--- config.mk ---
export PLATFORM = sky130hd
export DESIGN_NAME = pe_job_driver
export DESIGN_NICKNAME = d
export VERILOG_FILES = /design/src/rtl/pe_pkg.sv /design/src/rtl/pe_job_fifo.sv /design/src/rtl/pe_job_driver.sv
export SDC_FILE = /design/constraint.sdc
export NUM_CORES = 1
export LEC_CHECK = 0
export CAP_MARGIN = 0
export CORE_AREA = 2 2 253 255
export CTS_CLUSTER_DIAMETER = 100
export DETAILED_ROUTE_END_ITERATION = 6
export DIE_AREA = 0 0 255 257
export PLACE_DENSITY_LB_ADDON = 0.08
export SYNTH_ARGS = -nofsm -noshare
export SYNTH_HDL_FRONTEND = slang
export SYNTH_HIERARCHICAL = 1
export SYNTH_SLANG_ARGS = --single-unit
--- constraint.sdc ---
create_clock -name clk -period 24.9 [get_ports clk]
set_clock_uncertainty 0.15 [all_clocks]
set_input_delay 7.47 -clock clk [delete_from_list [all_inputs] [get_ports clk]]
set_output_delay 7.47 -clock clk [all_outputs]
set_load 0.05 [all_outputs]
--- src/rtl/pe_pkg.sv ---
// rtl/pe_pkg.sv - shared constants and types for the PE job driver slice
package pe_pkg;

  localparam int DW = 16;
  localparam int NF = 3;
  localparam int ND = 7;
  localparam int NP = ND - NF + 1;

  typedef logic [DW-1:0] filter_row_t [0:NF-1];
  typedef logic [DW-1:0] data_row_t   [0:ND-1];
  typedef logic [DW-1:0] psum_row_t   [0:NP-1];

  typedef struct {
    filter_row_t filter;
    data_row_t   data;
    psum_row_t   psum;
  } job_t;

  typedef enum logic [1:0] {IDLE, LAUNCH, WAIT, RESP} state_t;

endpackage

--- src/rtl/pe_job_fifo.sv ---
// rtl/pe_job_fifo.sv - synchronous job FIFO, reusable by other PE-array feeders
module pe_job_fifo
  import pe_pkg::*;
#(
  parameter int DEPTH = 2
) (
  input  logic                     clk,
  input  logic                     rst,
  input  logic                     push,
  input  logic                     pop,
  input  job_t                     din,
  output job_t                     head,
  output logic [$clog2(DEPTH):0]   count,
  output logic                     full,
  output logic                     empty
);

  localparam int AW = $clog2(DEPTH);

  job_t            mem [DEPTH];
  logic [AW-1:0]   wr_ptr;
  logic [AW-1:0]   rd_ptr;
  logic            do_push;
  logic            do_pop;

  assign full    = (count == (AW+1)'(DEPTH));
  assign empty   = (count == '0);
  assign do_push = push && !full;
  assign do_pop  = pop && !empty;
  assign head    = mem[rd_ptr];

  // Storage is not reset; the pointers alone define which entries are live.
  always_ff @(posedge clk) begin
    if (do_push) begin
      mem[wr_ptr] <= din;
    end
  end

  always_ff @(posedge clk) begin
    if (rst) begin
      wr_ptr <= '0;
      rd_ptr <= '0;
      count  <= '0;
    end else begin
      if (do_push) begin
        wr_ptr <= wr_ptr + AW'(1);
      end
      if (do_pop) begin
        rd_ptr <= rd_ptr + AW'(1);
      end
      case ({do_push, do_pop})
        2'b10:   count <= count + (AW+1)'(1);
        2'b01:   count <= count - (AW+1)'(1);
        default: count <= count;
      endcase
    end
  end

endmodule

--- src/rtl/pe_job_driver.sv ---
// rtl/pe_job_driver.sv - queues row jobs, launches them on one PE and returns psums
module pe_job_driver
  import pe_pkg::*;
#(
  parameter int JOB_DEPTH = 2,
  parameter int TIMEOUT   = 32
) (
  input  logic          clk,
  input  logic          rst,
  input  logic          job_valid,
  output logic          job_ready,
  input  logic [DW-1:0] job_filter [0:NF-1],
  input  logic [DW-1:0] job_data [0:ND-1],
  input  logic [DW-1:0] job_psum [0:NP-1],
  output logic          pe_en,
  output logic [DW-1:0] pe_filter [0:NF-1],
  output logic [DW-1:0] pe_data [0:ND-1],
  output logic [DW-1:0] pe_psum [0:NP-1],
  input  logic          pe_done,
  input  logic [DW-1:0] pe_psum_out [0:NP-1],
  output logic          res_valid,
  input  logic          res_ready,
  output logic [DW-1:0] res_psum [0:NP-1],
  output logic          res_err,
  output logic          busy,
  output logic          err_sticky
);

  localparam int CW = $clog2(TIMEOUT);

  job_t                        job_in;
  job_t                        head;
  logic                        push;
  logic                        pop;
  logic                        fifo_full;
  logic                        fifo_empty;
  logic [$clog2(JOB_DEPTH):0]  fifo_count;
  state_t                      state;
  state_t                      state_nxt;
  logic [CW-1:0]               tcnt;
  logic                        timed_out;

  always_comb begin
    job_in.filter = job_filter;
    job_in.data   = job_data;
    job_in.psum   = job_psum;
  end

  assign job_ready = !fifo_full;
  assign push      = job_valid && job_ready;
  assign timed_out = (tcnt == CW'(TIMEOUT - 1));

  pe_job_fifo #(.DEPTH(JOB_DEPTH)) u_fifo (
    .clk   (clk),
    .rst   (rst),
    .push  (push),
    .pop   (pop),
    .din   (job_in),
    .head  (head),
    .count (fifo_count),
    .full  (fifo_full),
    .empty (fifo_empty)
  );

  always_ff @(posedge clk) begin
    if (rst) begin
      state <= IDLE;
    end else begin
      state <= state_nxt;
    end
  end

  always_comb begin
    state_nxt = state;
    case (state)
      IDLE:    if (!fifo_empty) state_nxt = LAUNCH;
      LAUNCH:  state_nxt = WAIT;
      WAIT:    if (pe_done || timed_out) state_nxt = RESP;
      RESP:    if (res_ready) state_nxt = IDLE;
      default: state_nxt = IDLE;
    endcase
  end

  always_comb begin
    pe_en     = (state == LAUNCH);
    pop       = (state == WAIT) && (pe_done || timed_out);
    res_valid = (state == RESP);
    busy      = (state != IDLE) || (fifo_count != '0);
  end

  // Operands follow the FIFO head so the PE sees them stable for the whole job.
  always_comb begin
    for (int i = 0; i < NF; i++) pe_filter[i] = fifo_empty ? '0 : head.filter[i];
    for (int i = 0; i < ND; i++) pe_data[i]   = fifo_empty ? '0 : head.data[i];
    for (int i = 0; i < NP; i++) pe_psum[i]   = fifo_empty ? '0 : head.psum[i];
  end

  // A done pulse wins over a same-cycle timeout; a timeout returns the input psums untouched.
  always_ff @(posedge clk) begin
    if (rst) begin
      tcnt       <= '0;
      res_err    <= 1'b0;
      err_sticky <= 1'b0;
      res_psum   <= '{default: '0};
    end else begin
      if (state == LAUNCH) begin
        tcnt <= '0;
      end else if (state == WAIT) begin
        tcnt <= tcnt + CW'(1);
      end
      if (pop) begin
        for (int i = 0; i < NP; i++) begin
          res_psum[i] <= pe_done ? pe_psum_out[i] : head.psum[i];
        end
        res_err <= !pe_done;
        if (!pe_done) begin
          err_sticky <= 1'b1;
        end
      end
    end
  end

endmodule

==> run_results.csv, run 1 <==
group,metric,value,unit
grt,grt_pass1_wl,95.27,mm
cells_and_area,layout_common_cells,"clkdlybuf4s50_1, edfxtp_1, nor2b_1",
synthesis,seq_area_frac_synth,69.16,%
grt,grt_pass1_vias,14760,
synthesis,synth_compound_area_share,4.524,%
flow_run,cap_violations,0,
grt,grt_max_degree,124,
cells_and_area,final_nets,2416,
critical_path,cp_cell_sequence,"buf_4 > buf_4 > mux2_2 > nor2b_1 > clkdlybuf4s50_1",
routing,via_count,14182,
synthesis,ys_top_cells_by_area,"edfxtp_1, mux2_2, dfxtp_1",
routing,dr_wl_met2,34.24,mm
critical_path,critPathLaunchType,"flop",
clock_network,cts_made_buffers,61,
routing,met1_length,24.67,mm
synthesis,synthDistinctLibCells,29,
critical_path,criticalPathCategory,"reg -> out",
synthesis,syn_area_per_cell,16.30,sq um
sta,finalCritPeriodShare,48.47,%
run_status,status,"finished, final reports clean",
clock_network,cts_num_sinks,574,
grt,grt_use_total,19.74,%
cells_and_area,final_common_cell,"clkdlybuf4s50_1",
sta,clock.fmax,82.86,MHz
synthesis,yosys.area_share.simple,8.225,%
critical_path,critPathMostFrequentCell,"buf_4",
critical_path,cp_slowest_cell,"dfxtp_4",
floorplanning,dieArea,65540,sq um
routing,first_pass_iters,4,
placed_design,globalplace.congestion,0.8064,
routing,routedWlPerCell,22.26,microns
floorplanning,num_rows,92,
placed_design,dpl_worst_slack,13380,ps
clock_network,clkSlewWorstSetupHoldPaths,60,ps
synthesis,synth_xor_area_share,0.2230,%
power,ir_drop,69.04,uV
clock_network,cts_buffer_depth,3,
synthesis,synth_top_area_cell,"edfxtp_1",
placed_design,port_buffers,650,
floorplanning,core,62740,sq um
critical_path,max_stage_delay,1050,ps
clock_network,hold_buffers,0,
floorplanning,fp.dieH,257,microns
clock_network,root_buffer,"clkbuf_16",
synthesis,syn_nets,1778,
sta,report.final.hold_viol_count,0,
clock_network,insertion_delay,610,ps
synthesis,syn_inst,1446,
synthesis,ys_seq_elements,574,
sta,drv_slew,0,
synthesis,yosys_warnings,6,
synthesis,synth_top_family_by_area,"multiplexers",
clock_network,cts_resized,0,
routing,wl,66.62,mm
cells_and_area,fill_cells,5268,
critical_path,crit_buf_inv,3,
cells_and_area,drive_above_1_share,20.03,%
routing,route.top_layer_used,"met5",
floorplanning,start_util,37.56,%
synthesis,synthAdderAreaFrac,0.3717,%
placed_design,dpl.hpwl,46.13,mm
sta,setup_viol,0,
cells_and_area,synthToLayoutAreaGrowth,38.80,%
floorplanning,pin_count,651,
critical_path,cp_max_fo,73,
sta,fin_tns_setup,0,ps
sta,worst_slack,12830,ps
synthesis,synth_mux_area_share,14.99,%
sta,timing.final.crit_period,12070,ps
clock_network,post_cts_buffers,0,
routing,drc,0,
floorplanning,die_x,255,microns
sta,tightest_slew,1192,ps
routing,routed_via_density,4.738,
min_path,min_path_type,"reg -> reg",
routing,drt_iter0_drc,605,
sta,relSlewSlack,20.56,%
power,p_leak,10.83,nW
power,p_per_area,105.1,nW/um^2
critical_path,arrival,4450,ps
synthesis,syn-cell-area,23560,sq um
grt,gr-total-overflow,0,
grt,grt_antenna_before_repair,25,
sta,grt_setup_unrepaired,"no",
critical_path,cp_top_family,"buffers and inverters",
clock_network,tritoncts,"yes",
clock_network,htree_levels,2,
routing,ant_nets,0,
routing,met3WireLength,5.357,mm
critical_path,endpoint_kind,"output pin",
synthesis,synth_top_area_share,61.17,%
critical_path,cp_data_required_time,17280,ps
## final timing paths
| check | slack, ps | depth (start not counted) | to | start |
|---|---|---|---|---|
| worst min-delay path | 310 | 2 | err_sticky | err_sticky |
| worst max register to register | 20930 | 6 | u_fifo/mem[1][16] | u_fifo/count[0] |
| worst min register to register | 310 | 2 | err_sticky | err_sticky |
| worst max-delay path | 12830 | 5 | pe_data[18] | flop |
## flip-flops by register name, summed over array words and instances (netlist names), named ones only
| register | flops |
|---|---|
| res_err | 1 |
| u_fifo/mem | 480 |
| u_fifo/wr_ptr | 1 |
| state | 2 |
| tcnt | 5 |
| u_fifo/rd_ptr | 1 |
| err_sticky | 1 |
| u_fifo/count | 2 |
| res_psum | 80 |
## report_power, final
part           switching, mW  internal [mW]  total, mW
Combinational          0.876          0.433       1.31
Clock                  0.364          0.525      0.889
Sequential            0.0433           1.20       1.24
Total                   1.28           2.15       3.44
## cell type report
cell class	count	area [sq um]	area share [%]
multi-input combinational	773	6698	20.48
tap	846	1059	3.236
sequential	574	16300	49.84
antenna	15	37.54	0.1148
clock buffer	77	1608	4.916
clock inverter	34	342.8	1.048
inverter	7	33.78	0.1033
timing repair buffer	667	6629	20.27
## worst register-to-register path: stages, from the launching register on
cell and delay (ps):
dfxtp_1 470, nand2b_2 230, inv_2 60, nor2b_1 190
and3_4 750, buf_4 720, buf_4 910
## metal layers
| metal | vias up | GRT usage, % |
|---|---|---|
| li1 | 6648 | - |
| met3 | 131 | 6.727 |
| met5 | - | 0 |
| met2 | 450 | 34.81 |
| met4 | 20 | 7.440 |
| met1 | 6933 | 21.81 |
## cells by family (layout without fill, tap and decap cells)
group                      count (synthesis)  in the layout
xor gates and xnor gates                   6              6
DFF                                      574            574
muxes                                    323            323
buffers and inverters                     99            785
and+or+nand+nor                          347            347
AOI/OAI and AO/OA                         90             90
adders and majority gates                  7              7
other                                      0             15
## cells in the mapped netlist
library cell,count
nor3_1,6
mux2i_1,83
or3_1,2
a211oi_2,80
nand2_1,3
clkbuf_1,29
ha_1,7
a21oi_1,3
nand4_1,1
xnor2_1,3
buf_6,10
buf_4,29
edfxtp_1,480
nand2b_2,1
inv_1,6
clkbuf_4,2
a211oi_1,2
nand2b_1,2
dfxtp_1,94
xor2_1,3
mux2_2,240
nor2_1,88
and3_1,2
inv_2,1
o21a_1,2
buf_2,22
o21ai_0,2
a221o_1,1
nor2b_1,242
## through the flow
| step | area, sq um | total power [mW] | std cells | utilization, % | hold slack (ps) |
|---|---|---|---|---|---|
| 2_1_floorplan | 23560 | 2.137 | 1446 | - | 301.8 |
| 3_3_place_gp | 30720 | 2.575 | 2867 | 48.96 | 301.8 |
| 3_5_place_dp | 30720 | 2.581 | 2867 | 48.96 | 307.6 |
| 4_1_cts | 32670 | 3.482 | 2978 | 52.07 | 321.1 |
| 5_1_grt | 32690 | 3.578 | 2987 | 52.11 | 351.7 |
| 6_report | 32710 | 3.437 | 2993 | 52.13 | 314.4 |
Note: power is estimated with default switching activity, not from simulation.
==> inputs of run 2 (changes only) <==
==> constraint.sdc (replaced) <==
create_clock -name clk -period 11.1 [get_ports clk]
set_clock_uncertainty 0.15 [all_clocks]
set_input_delay 3.33 -clock clk [delete_from_list [all_inputs] [get_ports clk]]
set_output_delay 3.33 -clock clk [all_outputs]
set_load 0.05 [all_outputs]
==> run_results.csv, run 2 (synthesis results as in run 1) <==
group,metric,value,unit
clock_network,tritoncts,"yes",
routing,wl,66.98,mm
floorplanning,num_rows,92,
power,switchingPower,2.912,mW
critical_path,timing.rr.end,"res_psum[37]",
clock_network,post_cts_buffers,0,
clock_network,hold_buffers,0,
power,p_seq_share,35.1,%
cells_and_area,largest_reg_flops,480,
routing,routed_via_density,4.739,
sta,fin_tns_setup,0,ps
floorplanning,die_x,255,microns
critical_path,cp_data_required_time,7620,ps
clock_network,insertion_delay,570,ps
power,ir_drop,164.1,uV
critical_path,cp_max_fo,76,
cells_and_area,final_nets,2417,
clock_network,cts_made_buffers,66,
critical_path,critPathLaunchType,"flop",
grt,grt_use_total,19.90,%
sta,worst_slack,3778,ps
grt,grt_pass1_vias,15014,
power,p_leak,10.94,nW
power,p_comb_share,37.4,%
clock_network,cts_buffer_depth,3,
placed_design,dpl.hpwl,44.93,mm
cells_and_area,final_common_cell,"clkdlybuf4s50_1",
sta,grt_setup_unrepaired,"no",
critical_path,r2r_cells,7,
sta,tightest_slew,1134,ps
routing,drc,0,
power,intPower,4.986,mW
floorplanning,pin_count,651,
sta,timing.final.crit_period,7322,ps
power,switching_share,36.87,%
routing,via_count,14231,
routing,ant_nets,0,
cells_and_area,synthToLayoutAreaGrowth,39.81,%
critical_path,r2r-start,"state[0]",
cells_and_area,layout_common_cells,"clkdlybuf4s50_1, edfxtp_1, nor2b_1",
floorplanning,fp.dieH,257,microns
grt,grt_antenna_before_repair,32,
clock_network,root_buffer,"clkbuf_16",
min_path,min_path_type,"reg -> reg",
sta,clock.fmax,136.6,MHz
sta,drv_slew,0,
clock_network,cts_resized,0,
power,p_per_area,239.8,nW/um^2
critical_path,endpoint,"pe_data[82]",
cells_and_area,max_flop_register,"u_fifo/mem",
cells_and_area,fill_cells,5271,
cells_and_area,drive_above_1_share,20.19,%
power,p_clk_share,27.5,%
floorplanning,start_util,37.56,%
routing,routedWlPerCell,22.31,microns
cells_and_area,largestRegisters,"u_fifo/mem (480), res_psum (80), tcnt (5)",
flow_run,cap_violations,0,
critical_path,worst-r2r-setup-slack,7410,ps
placed_design,globalplace.congestion,0.7810,
sta,relSlewSlack,24.43,%
floorplanning,core,62740,sq um
critical_path,endpoint_kind,"output pin",
placed_design,dpl_worst_slack,4219,ps
routing,first_pass_iters,4,
grt,gr-total-overflow,0,
floorplanning,dieArea,65540,sq um
sta,setup_viol,0,
grt,grt_max_degree,155,
critical_path,arrival,3840,ps
sta,report.final.hold_viol_count,0,
placed_design,port_buffers,650,
run_status,status,"finished, final reports clean",
clock_network,clkSlewWorstSetupHoldPaths,60,ps
clock_network,cts_num_sinks,574,
clock_network,htree_levels,3,
critical_path,criticalPathCategory,"reg -> out",
sta,finalCritPeriodShare,65.97,%
grt,grt_pass1_wl,95.72,mm
routing,drt_iter0_drc,784,
-- run 2: per-layer routing --
layer	wire [microns]	vias up	track usage, %
met5	176	-	0
met4	2123	26	8.626
met3	5698	123	7.495
met2	33640	438	33.87
met1	25340	6999	22.13
li1	-	6645	-
-- run 2: critical path, stage by stage, from the launching register on --
cell             delay, ps
dfxtp_4                830
buf_4                  970
mux2_2                 310
nor2b_1                250
clkdlybuf4s50_1        860
-- run 2: power groups by stage --
stage	clock network [mW]	registers [mW]	logic (mW)
2_1_floorplan	0	3.05	1.74
3_3_place_gp	0	2.80	2.99
3_5_place_dp	0	2.82	2.99
4_1_cts	2.24	2.77	3.00
5_1_grt	2.32	2.80	3.10
6_report	2.17	2.77	2.95
-- run 2: worst min-delay path by stage --
stage / to / slack [ps] / start / cells after the start
final: err_sticky / 330 / err_sticky / 2
after global placement: err_sticky / 310 / err_sticky / 2
after detailed placement: err_sticky / 320 / err_sticky / 2
after CTS: err_sticky / 330 / err_sticky / 2
after floorplan: u_fifo/wr_ptr / 300 / u_fifo/wr_ptr / 2
after global routing: err_sticky / 350 / err_sticky / 2
-- run 2: cell type report --
| cell class | instances | area [sq um] | share of cell area, % |
|---|---|---|---|
| Clock buffer | 89 | 1854 | 5.629 |
| Multi-Input combinational cell | 773 | 6698 | 20.33 |
| Timing Repair Buffer | 663 | 6636 | 20.14 |
| Sequential cell | 574 | 16300 | 49.48 |
| Tap cell | 846 | 1059 | 3.213 |
| Antenna cell | 22 | 55.05 | 0.1671 |
| Inverter | 7 | 33.78 | 0.1025 |
| Clock inverter | 29 | 309.0 | 0.9381 |
-- run 2: stage by stage --
stage / cells / hold WS, ps / util (%) / power [mW] / cell area (sq um)
2_1_floorplan: 1446 / 301.8 / - / 4.794 / 23560
3_3_place_gp: 2863 / 306.6 / 48.98 / 5.789 / 30730
3_5_place_dp: 2863 / 317.7 / 48.98 / 5.805 / 30730
4_1_cts: 2981 / 328.5 / 52.43 / 8.015 / 32890
5_1_grt: 2996 / 350.5 / 52.49 / 8.217 / 32930
6_report: 3003 / 332.3 / 52.51 / 7.899 / 32940
==> inputs of run 3 (changes only) <==
==> constraint.sdc (replaced) <==
create_clock -name clk -period 6.2 [get_ports clk]
set_clock_uncertainty 0.15 [all_clocks]
set_input_delay 1.86 -clock clk [delete_from_list [all_inputs] [get_ports clk]]
set_output_delay 1.86 -clock clk [all_outputs]
set_load 0.05 [all_outputs]
==> run_results.csv, run 3 (synthesis results as in run 1) <==
group,metric,value,unit
clock_network,cts_resized,0,
floorplanning,fp.dieH,257,microns
floorplanning,start_util,37.56,%
grt,grt_max_degree,147,
routing,routed_via_density,4.756,
cells_and_area,fin_util,52.47,%
critical_path,cp_max_fo,102,
routing,drc,0,
grt,grt_use_total,19.88,%
power,ir_drop,419.5,uV
critical_path,arrival,2860,ps
routing,wl,66.51,mm
floorplanning,num_rows,92,
critical_path,cp_data_required_time,4190,ps
critical_path,r2r-start,"state[0]",
clock_network,insertion_delay,580,ps
placed_design,placed_area,30900,sq um
flow_run,cap_violations,0,
routing,drt_iter0_drc,640,
clock_network,tritoncts,"yes",
cells_and_area,largest_reg_flops,480,
clock_network,hold_buffers,0,
cells_and_area,synthToLayoutAreaGrowth,39.69,%
cells_and_area,final_nets,2423,
cells_and_area,fill_cells,5305,
sta,tightest_slew,1044,ps
clock_network,post_cts_buffers,0,
clock_network,root_buffer,"clkbuf_16",
run_status,status,"finished, final reports clean",
sta,relSlewSlack,30.42,%
cells_and_area,drive_above_1_share,20.39,%
sta,report.final.hold_viol_count,0,
clock_network,htree_levels,3,
power,p_per_area,421.8,nW/um^2
clock_network,clkSlewWorstSetupHoldPaths,60,ps
grt,gr-total-overflow,0,
power,power,13.89,mW
cells_and_area,max_flop_register,"u_fifo/mem",
power,p_leak,10.92,nW
routing,first_pass_iters,4,
routing,ant_nets,0,
clock_network,cts_buffer_depth,3,
min_path,hold_path_startpoint,"err_sticky",
routing,routedWlPerCell,22.21,microns
clock_network,cts_made_buffers,66,
floorplanning,dieArea,65540,sq um
sta,timing.final.crit_period,4873,ps
sta,hold-worst-slack,335.4,ps
sta,finalCritPeriodShare,78.59,%
grt,grt_pass1_wl,96.12,mm
sta,drv_slew,0,
critical_path,endpoint_kind,"output pin",
cells_and_area,final_common_cell,"clkdlybuf4s50_1",
sta,clock.fmax,205.2,MHz
critical_path,cp_cell_sequence,"buf_12 > mux2_2 > nor2b_1 > clkdlybuf4s50_1",
placed_design,globalplace.congestion,0.7917,
critical_path,criticalPathCategory,"reg -> out",
grt,grt_antenna_before_repair,17,
cells_and_area,stdcell_area,32920,sq um
critical_path,max_stage_delay,750,ps
floorplanning,die_x,255,microns
placed_design,port_buffers,650,
cells_and_area,largestRegisters,"u_fifo/mem (480), res_psum (80), tcnt (5)",
sta,grt_setup_unrepaired,"no",
clock_network,cts_num_sinks,574,
routing,via_count,14245,
placed_design,dpl.hpwl,45.10,mm
sta,setup_viol,0,
floorplanning,pin_count,651,
min_path,min_path_type,"reg -> reg",
critical_path,cp_slowest_cell,"clkdlybuf4s50_1",
cells_and_area,final_cells,2995,
cells_and_area,layout_common_cells,"clkdlybuf4s50_1, edfxtp_1, nor2b_1",
placed_design,dp.cells,2869,
floorplanning,core,62740,sq um
grt,grt_pass1_vias,15004,
critical_path,critPathLaunchType,"flop",
## run 3: cell count changes in the layout (fill, tap and decap cells not counted), sizes merged
cell / previous run / this run
diode: 22 / 11
buf: 15 / 21
bufinv: 7 / 1
clkbuf: 89 / 93
clkinv: 21 / 20
clkinvlp: 0 / 1
inv: 8 / 7
## run 3: final timing paths
path              slack, ps  cells after the start               to
hold / removal          340                      2       err_sticky
hold reg to reg         340                      2       err_sticky
setup reg to reg       3320                      7  u_fifo/count[1]
setup / recovery       1330                      4      pe_psum[69]
## run 3: cell type report
type	count	area, sq um	area share [%]
Sequential cell	574	16300	49.52
Clock inverter	22	137.6	0.4181
Clock buffer	93	1856	5.637
Antenna cell	11	27.53	0.08362
Tap cell	846	1059	3.216
Timing Repair Buffer	669	6798	20.65
Multi-Input combinational cell	773	6710	20.39
Inverter	7	30.03	0.09123
## run 3: layer usage
metal / wire length [microns] / GRT usage (%) / vias to the layer above
li1: - / - / 6637
met3: 5278 / 6.585 / 83
met4: 1506 / 6.920 / 14
met1: 24930 / 22.11 / 7096
met2: 34710 / 35.28 / 415
met5: 89 / 0 / -
## run 3: where the power goes
part	total (mW)	switching [mW]	leakage, nW	internal, mW
logic	5.34	3.57	4.70	1.78
registers	4.94	0.147	5.24	4.79
clock network	3.60	1.48	0.980	2.12
## run 3: worst max-delay path, delay by kind of cell, from the launching register on
family	cells	cell delay [ps]
AND/OR/NAND/NOR	1	130
flip-flops	1	390
buffers and inverters	2	1160
multiplexers	1	420
## run 3: metrics by stage
| step | setup slack (ps) | TNS [ps] |
|---|---|---|
| after floorplan | -60.81 | -14590 |
| after detailed placement | 1708 | 0 |
| after global placement | 1715 | 0 |
| after CTS | 1256 | 0 |
| after global routing | 1201 | 0 |
| final | 1327 | 0 |
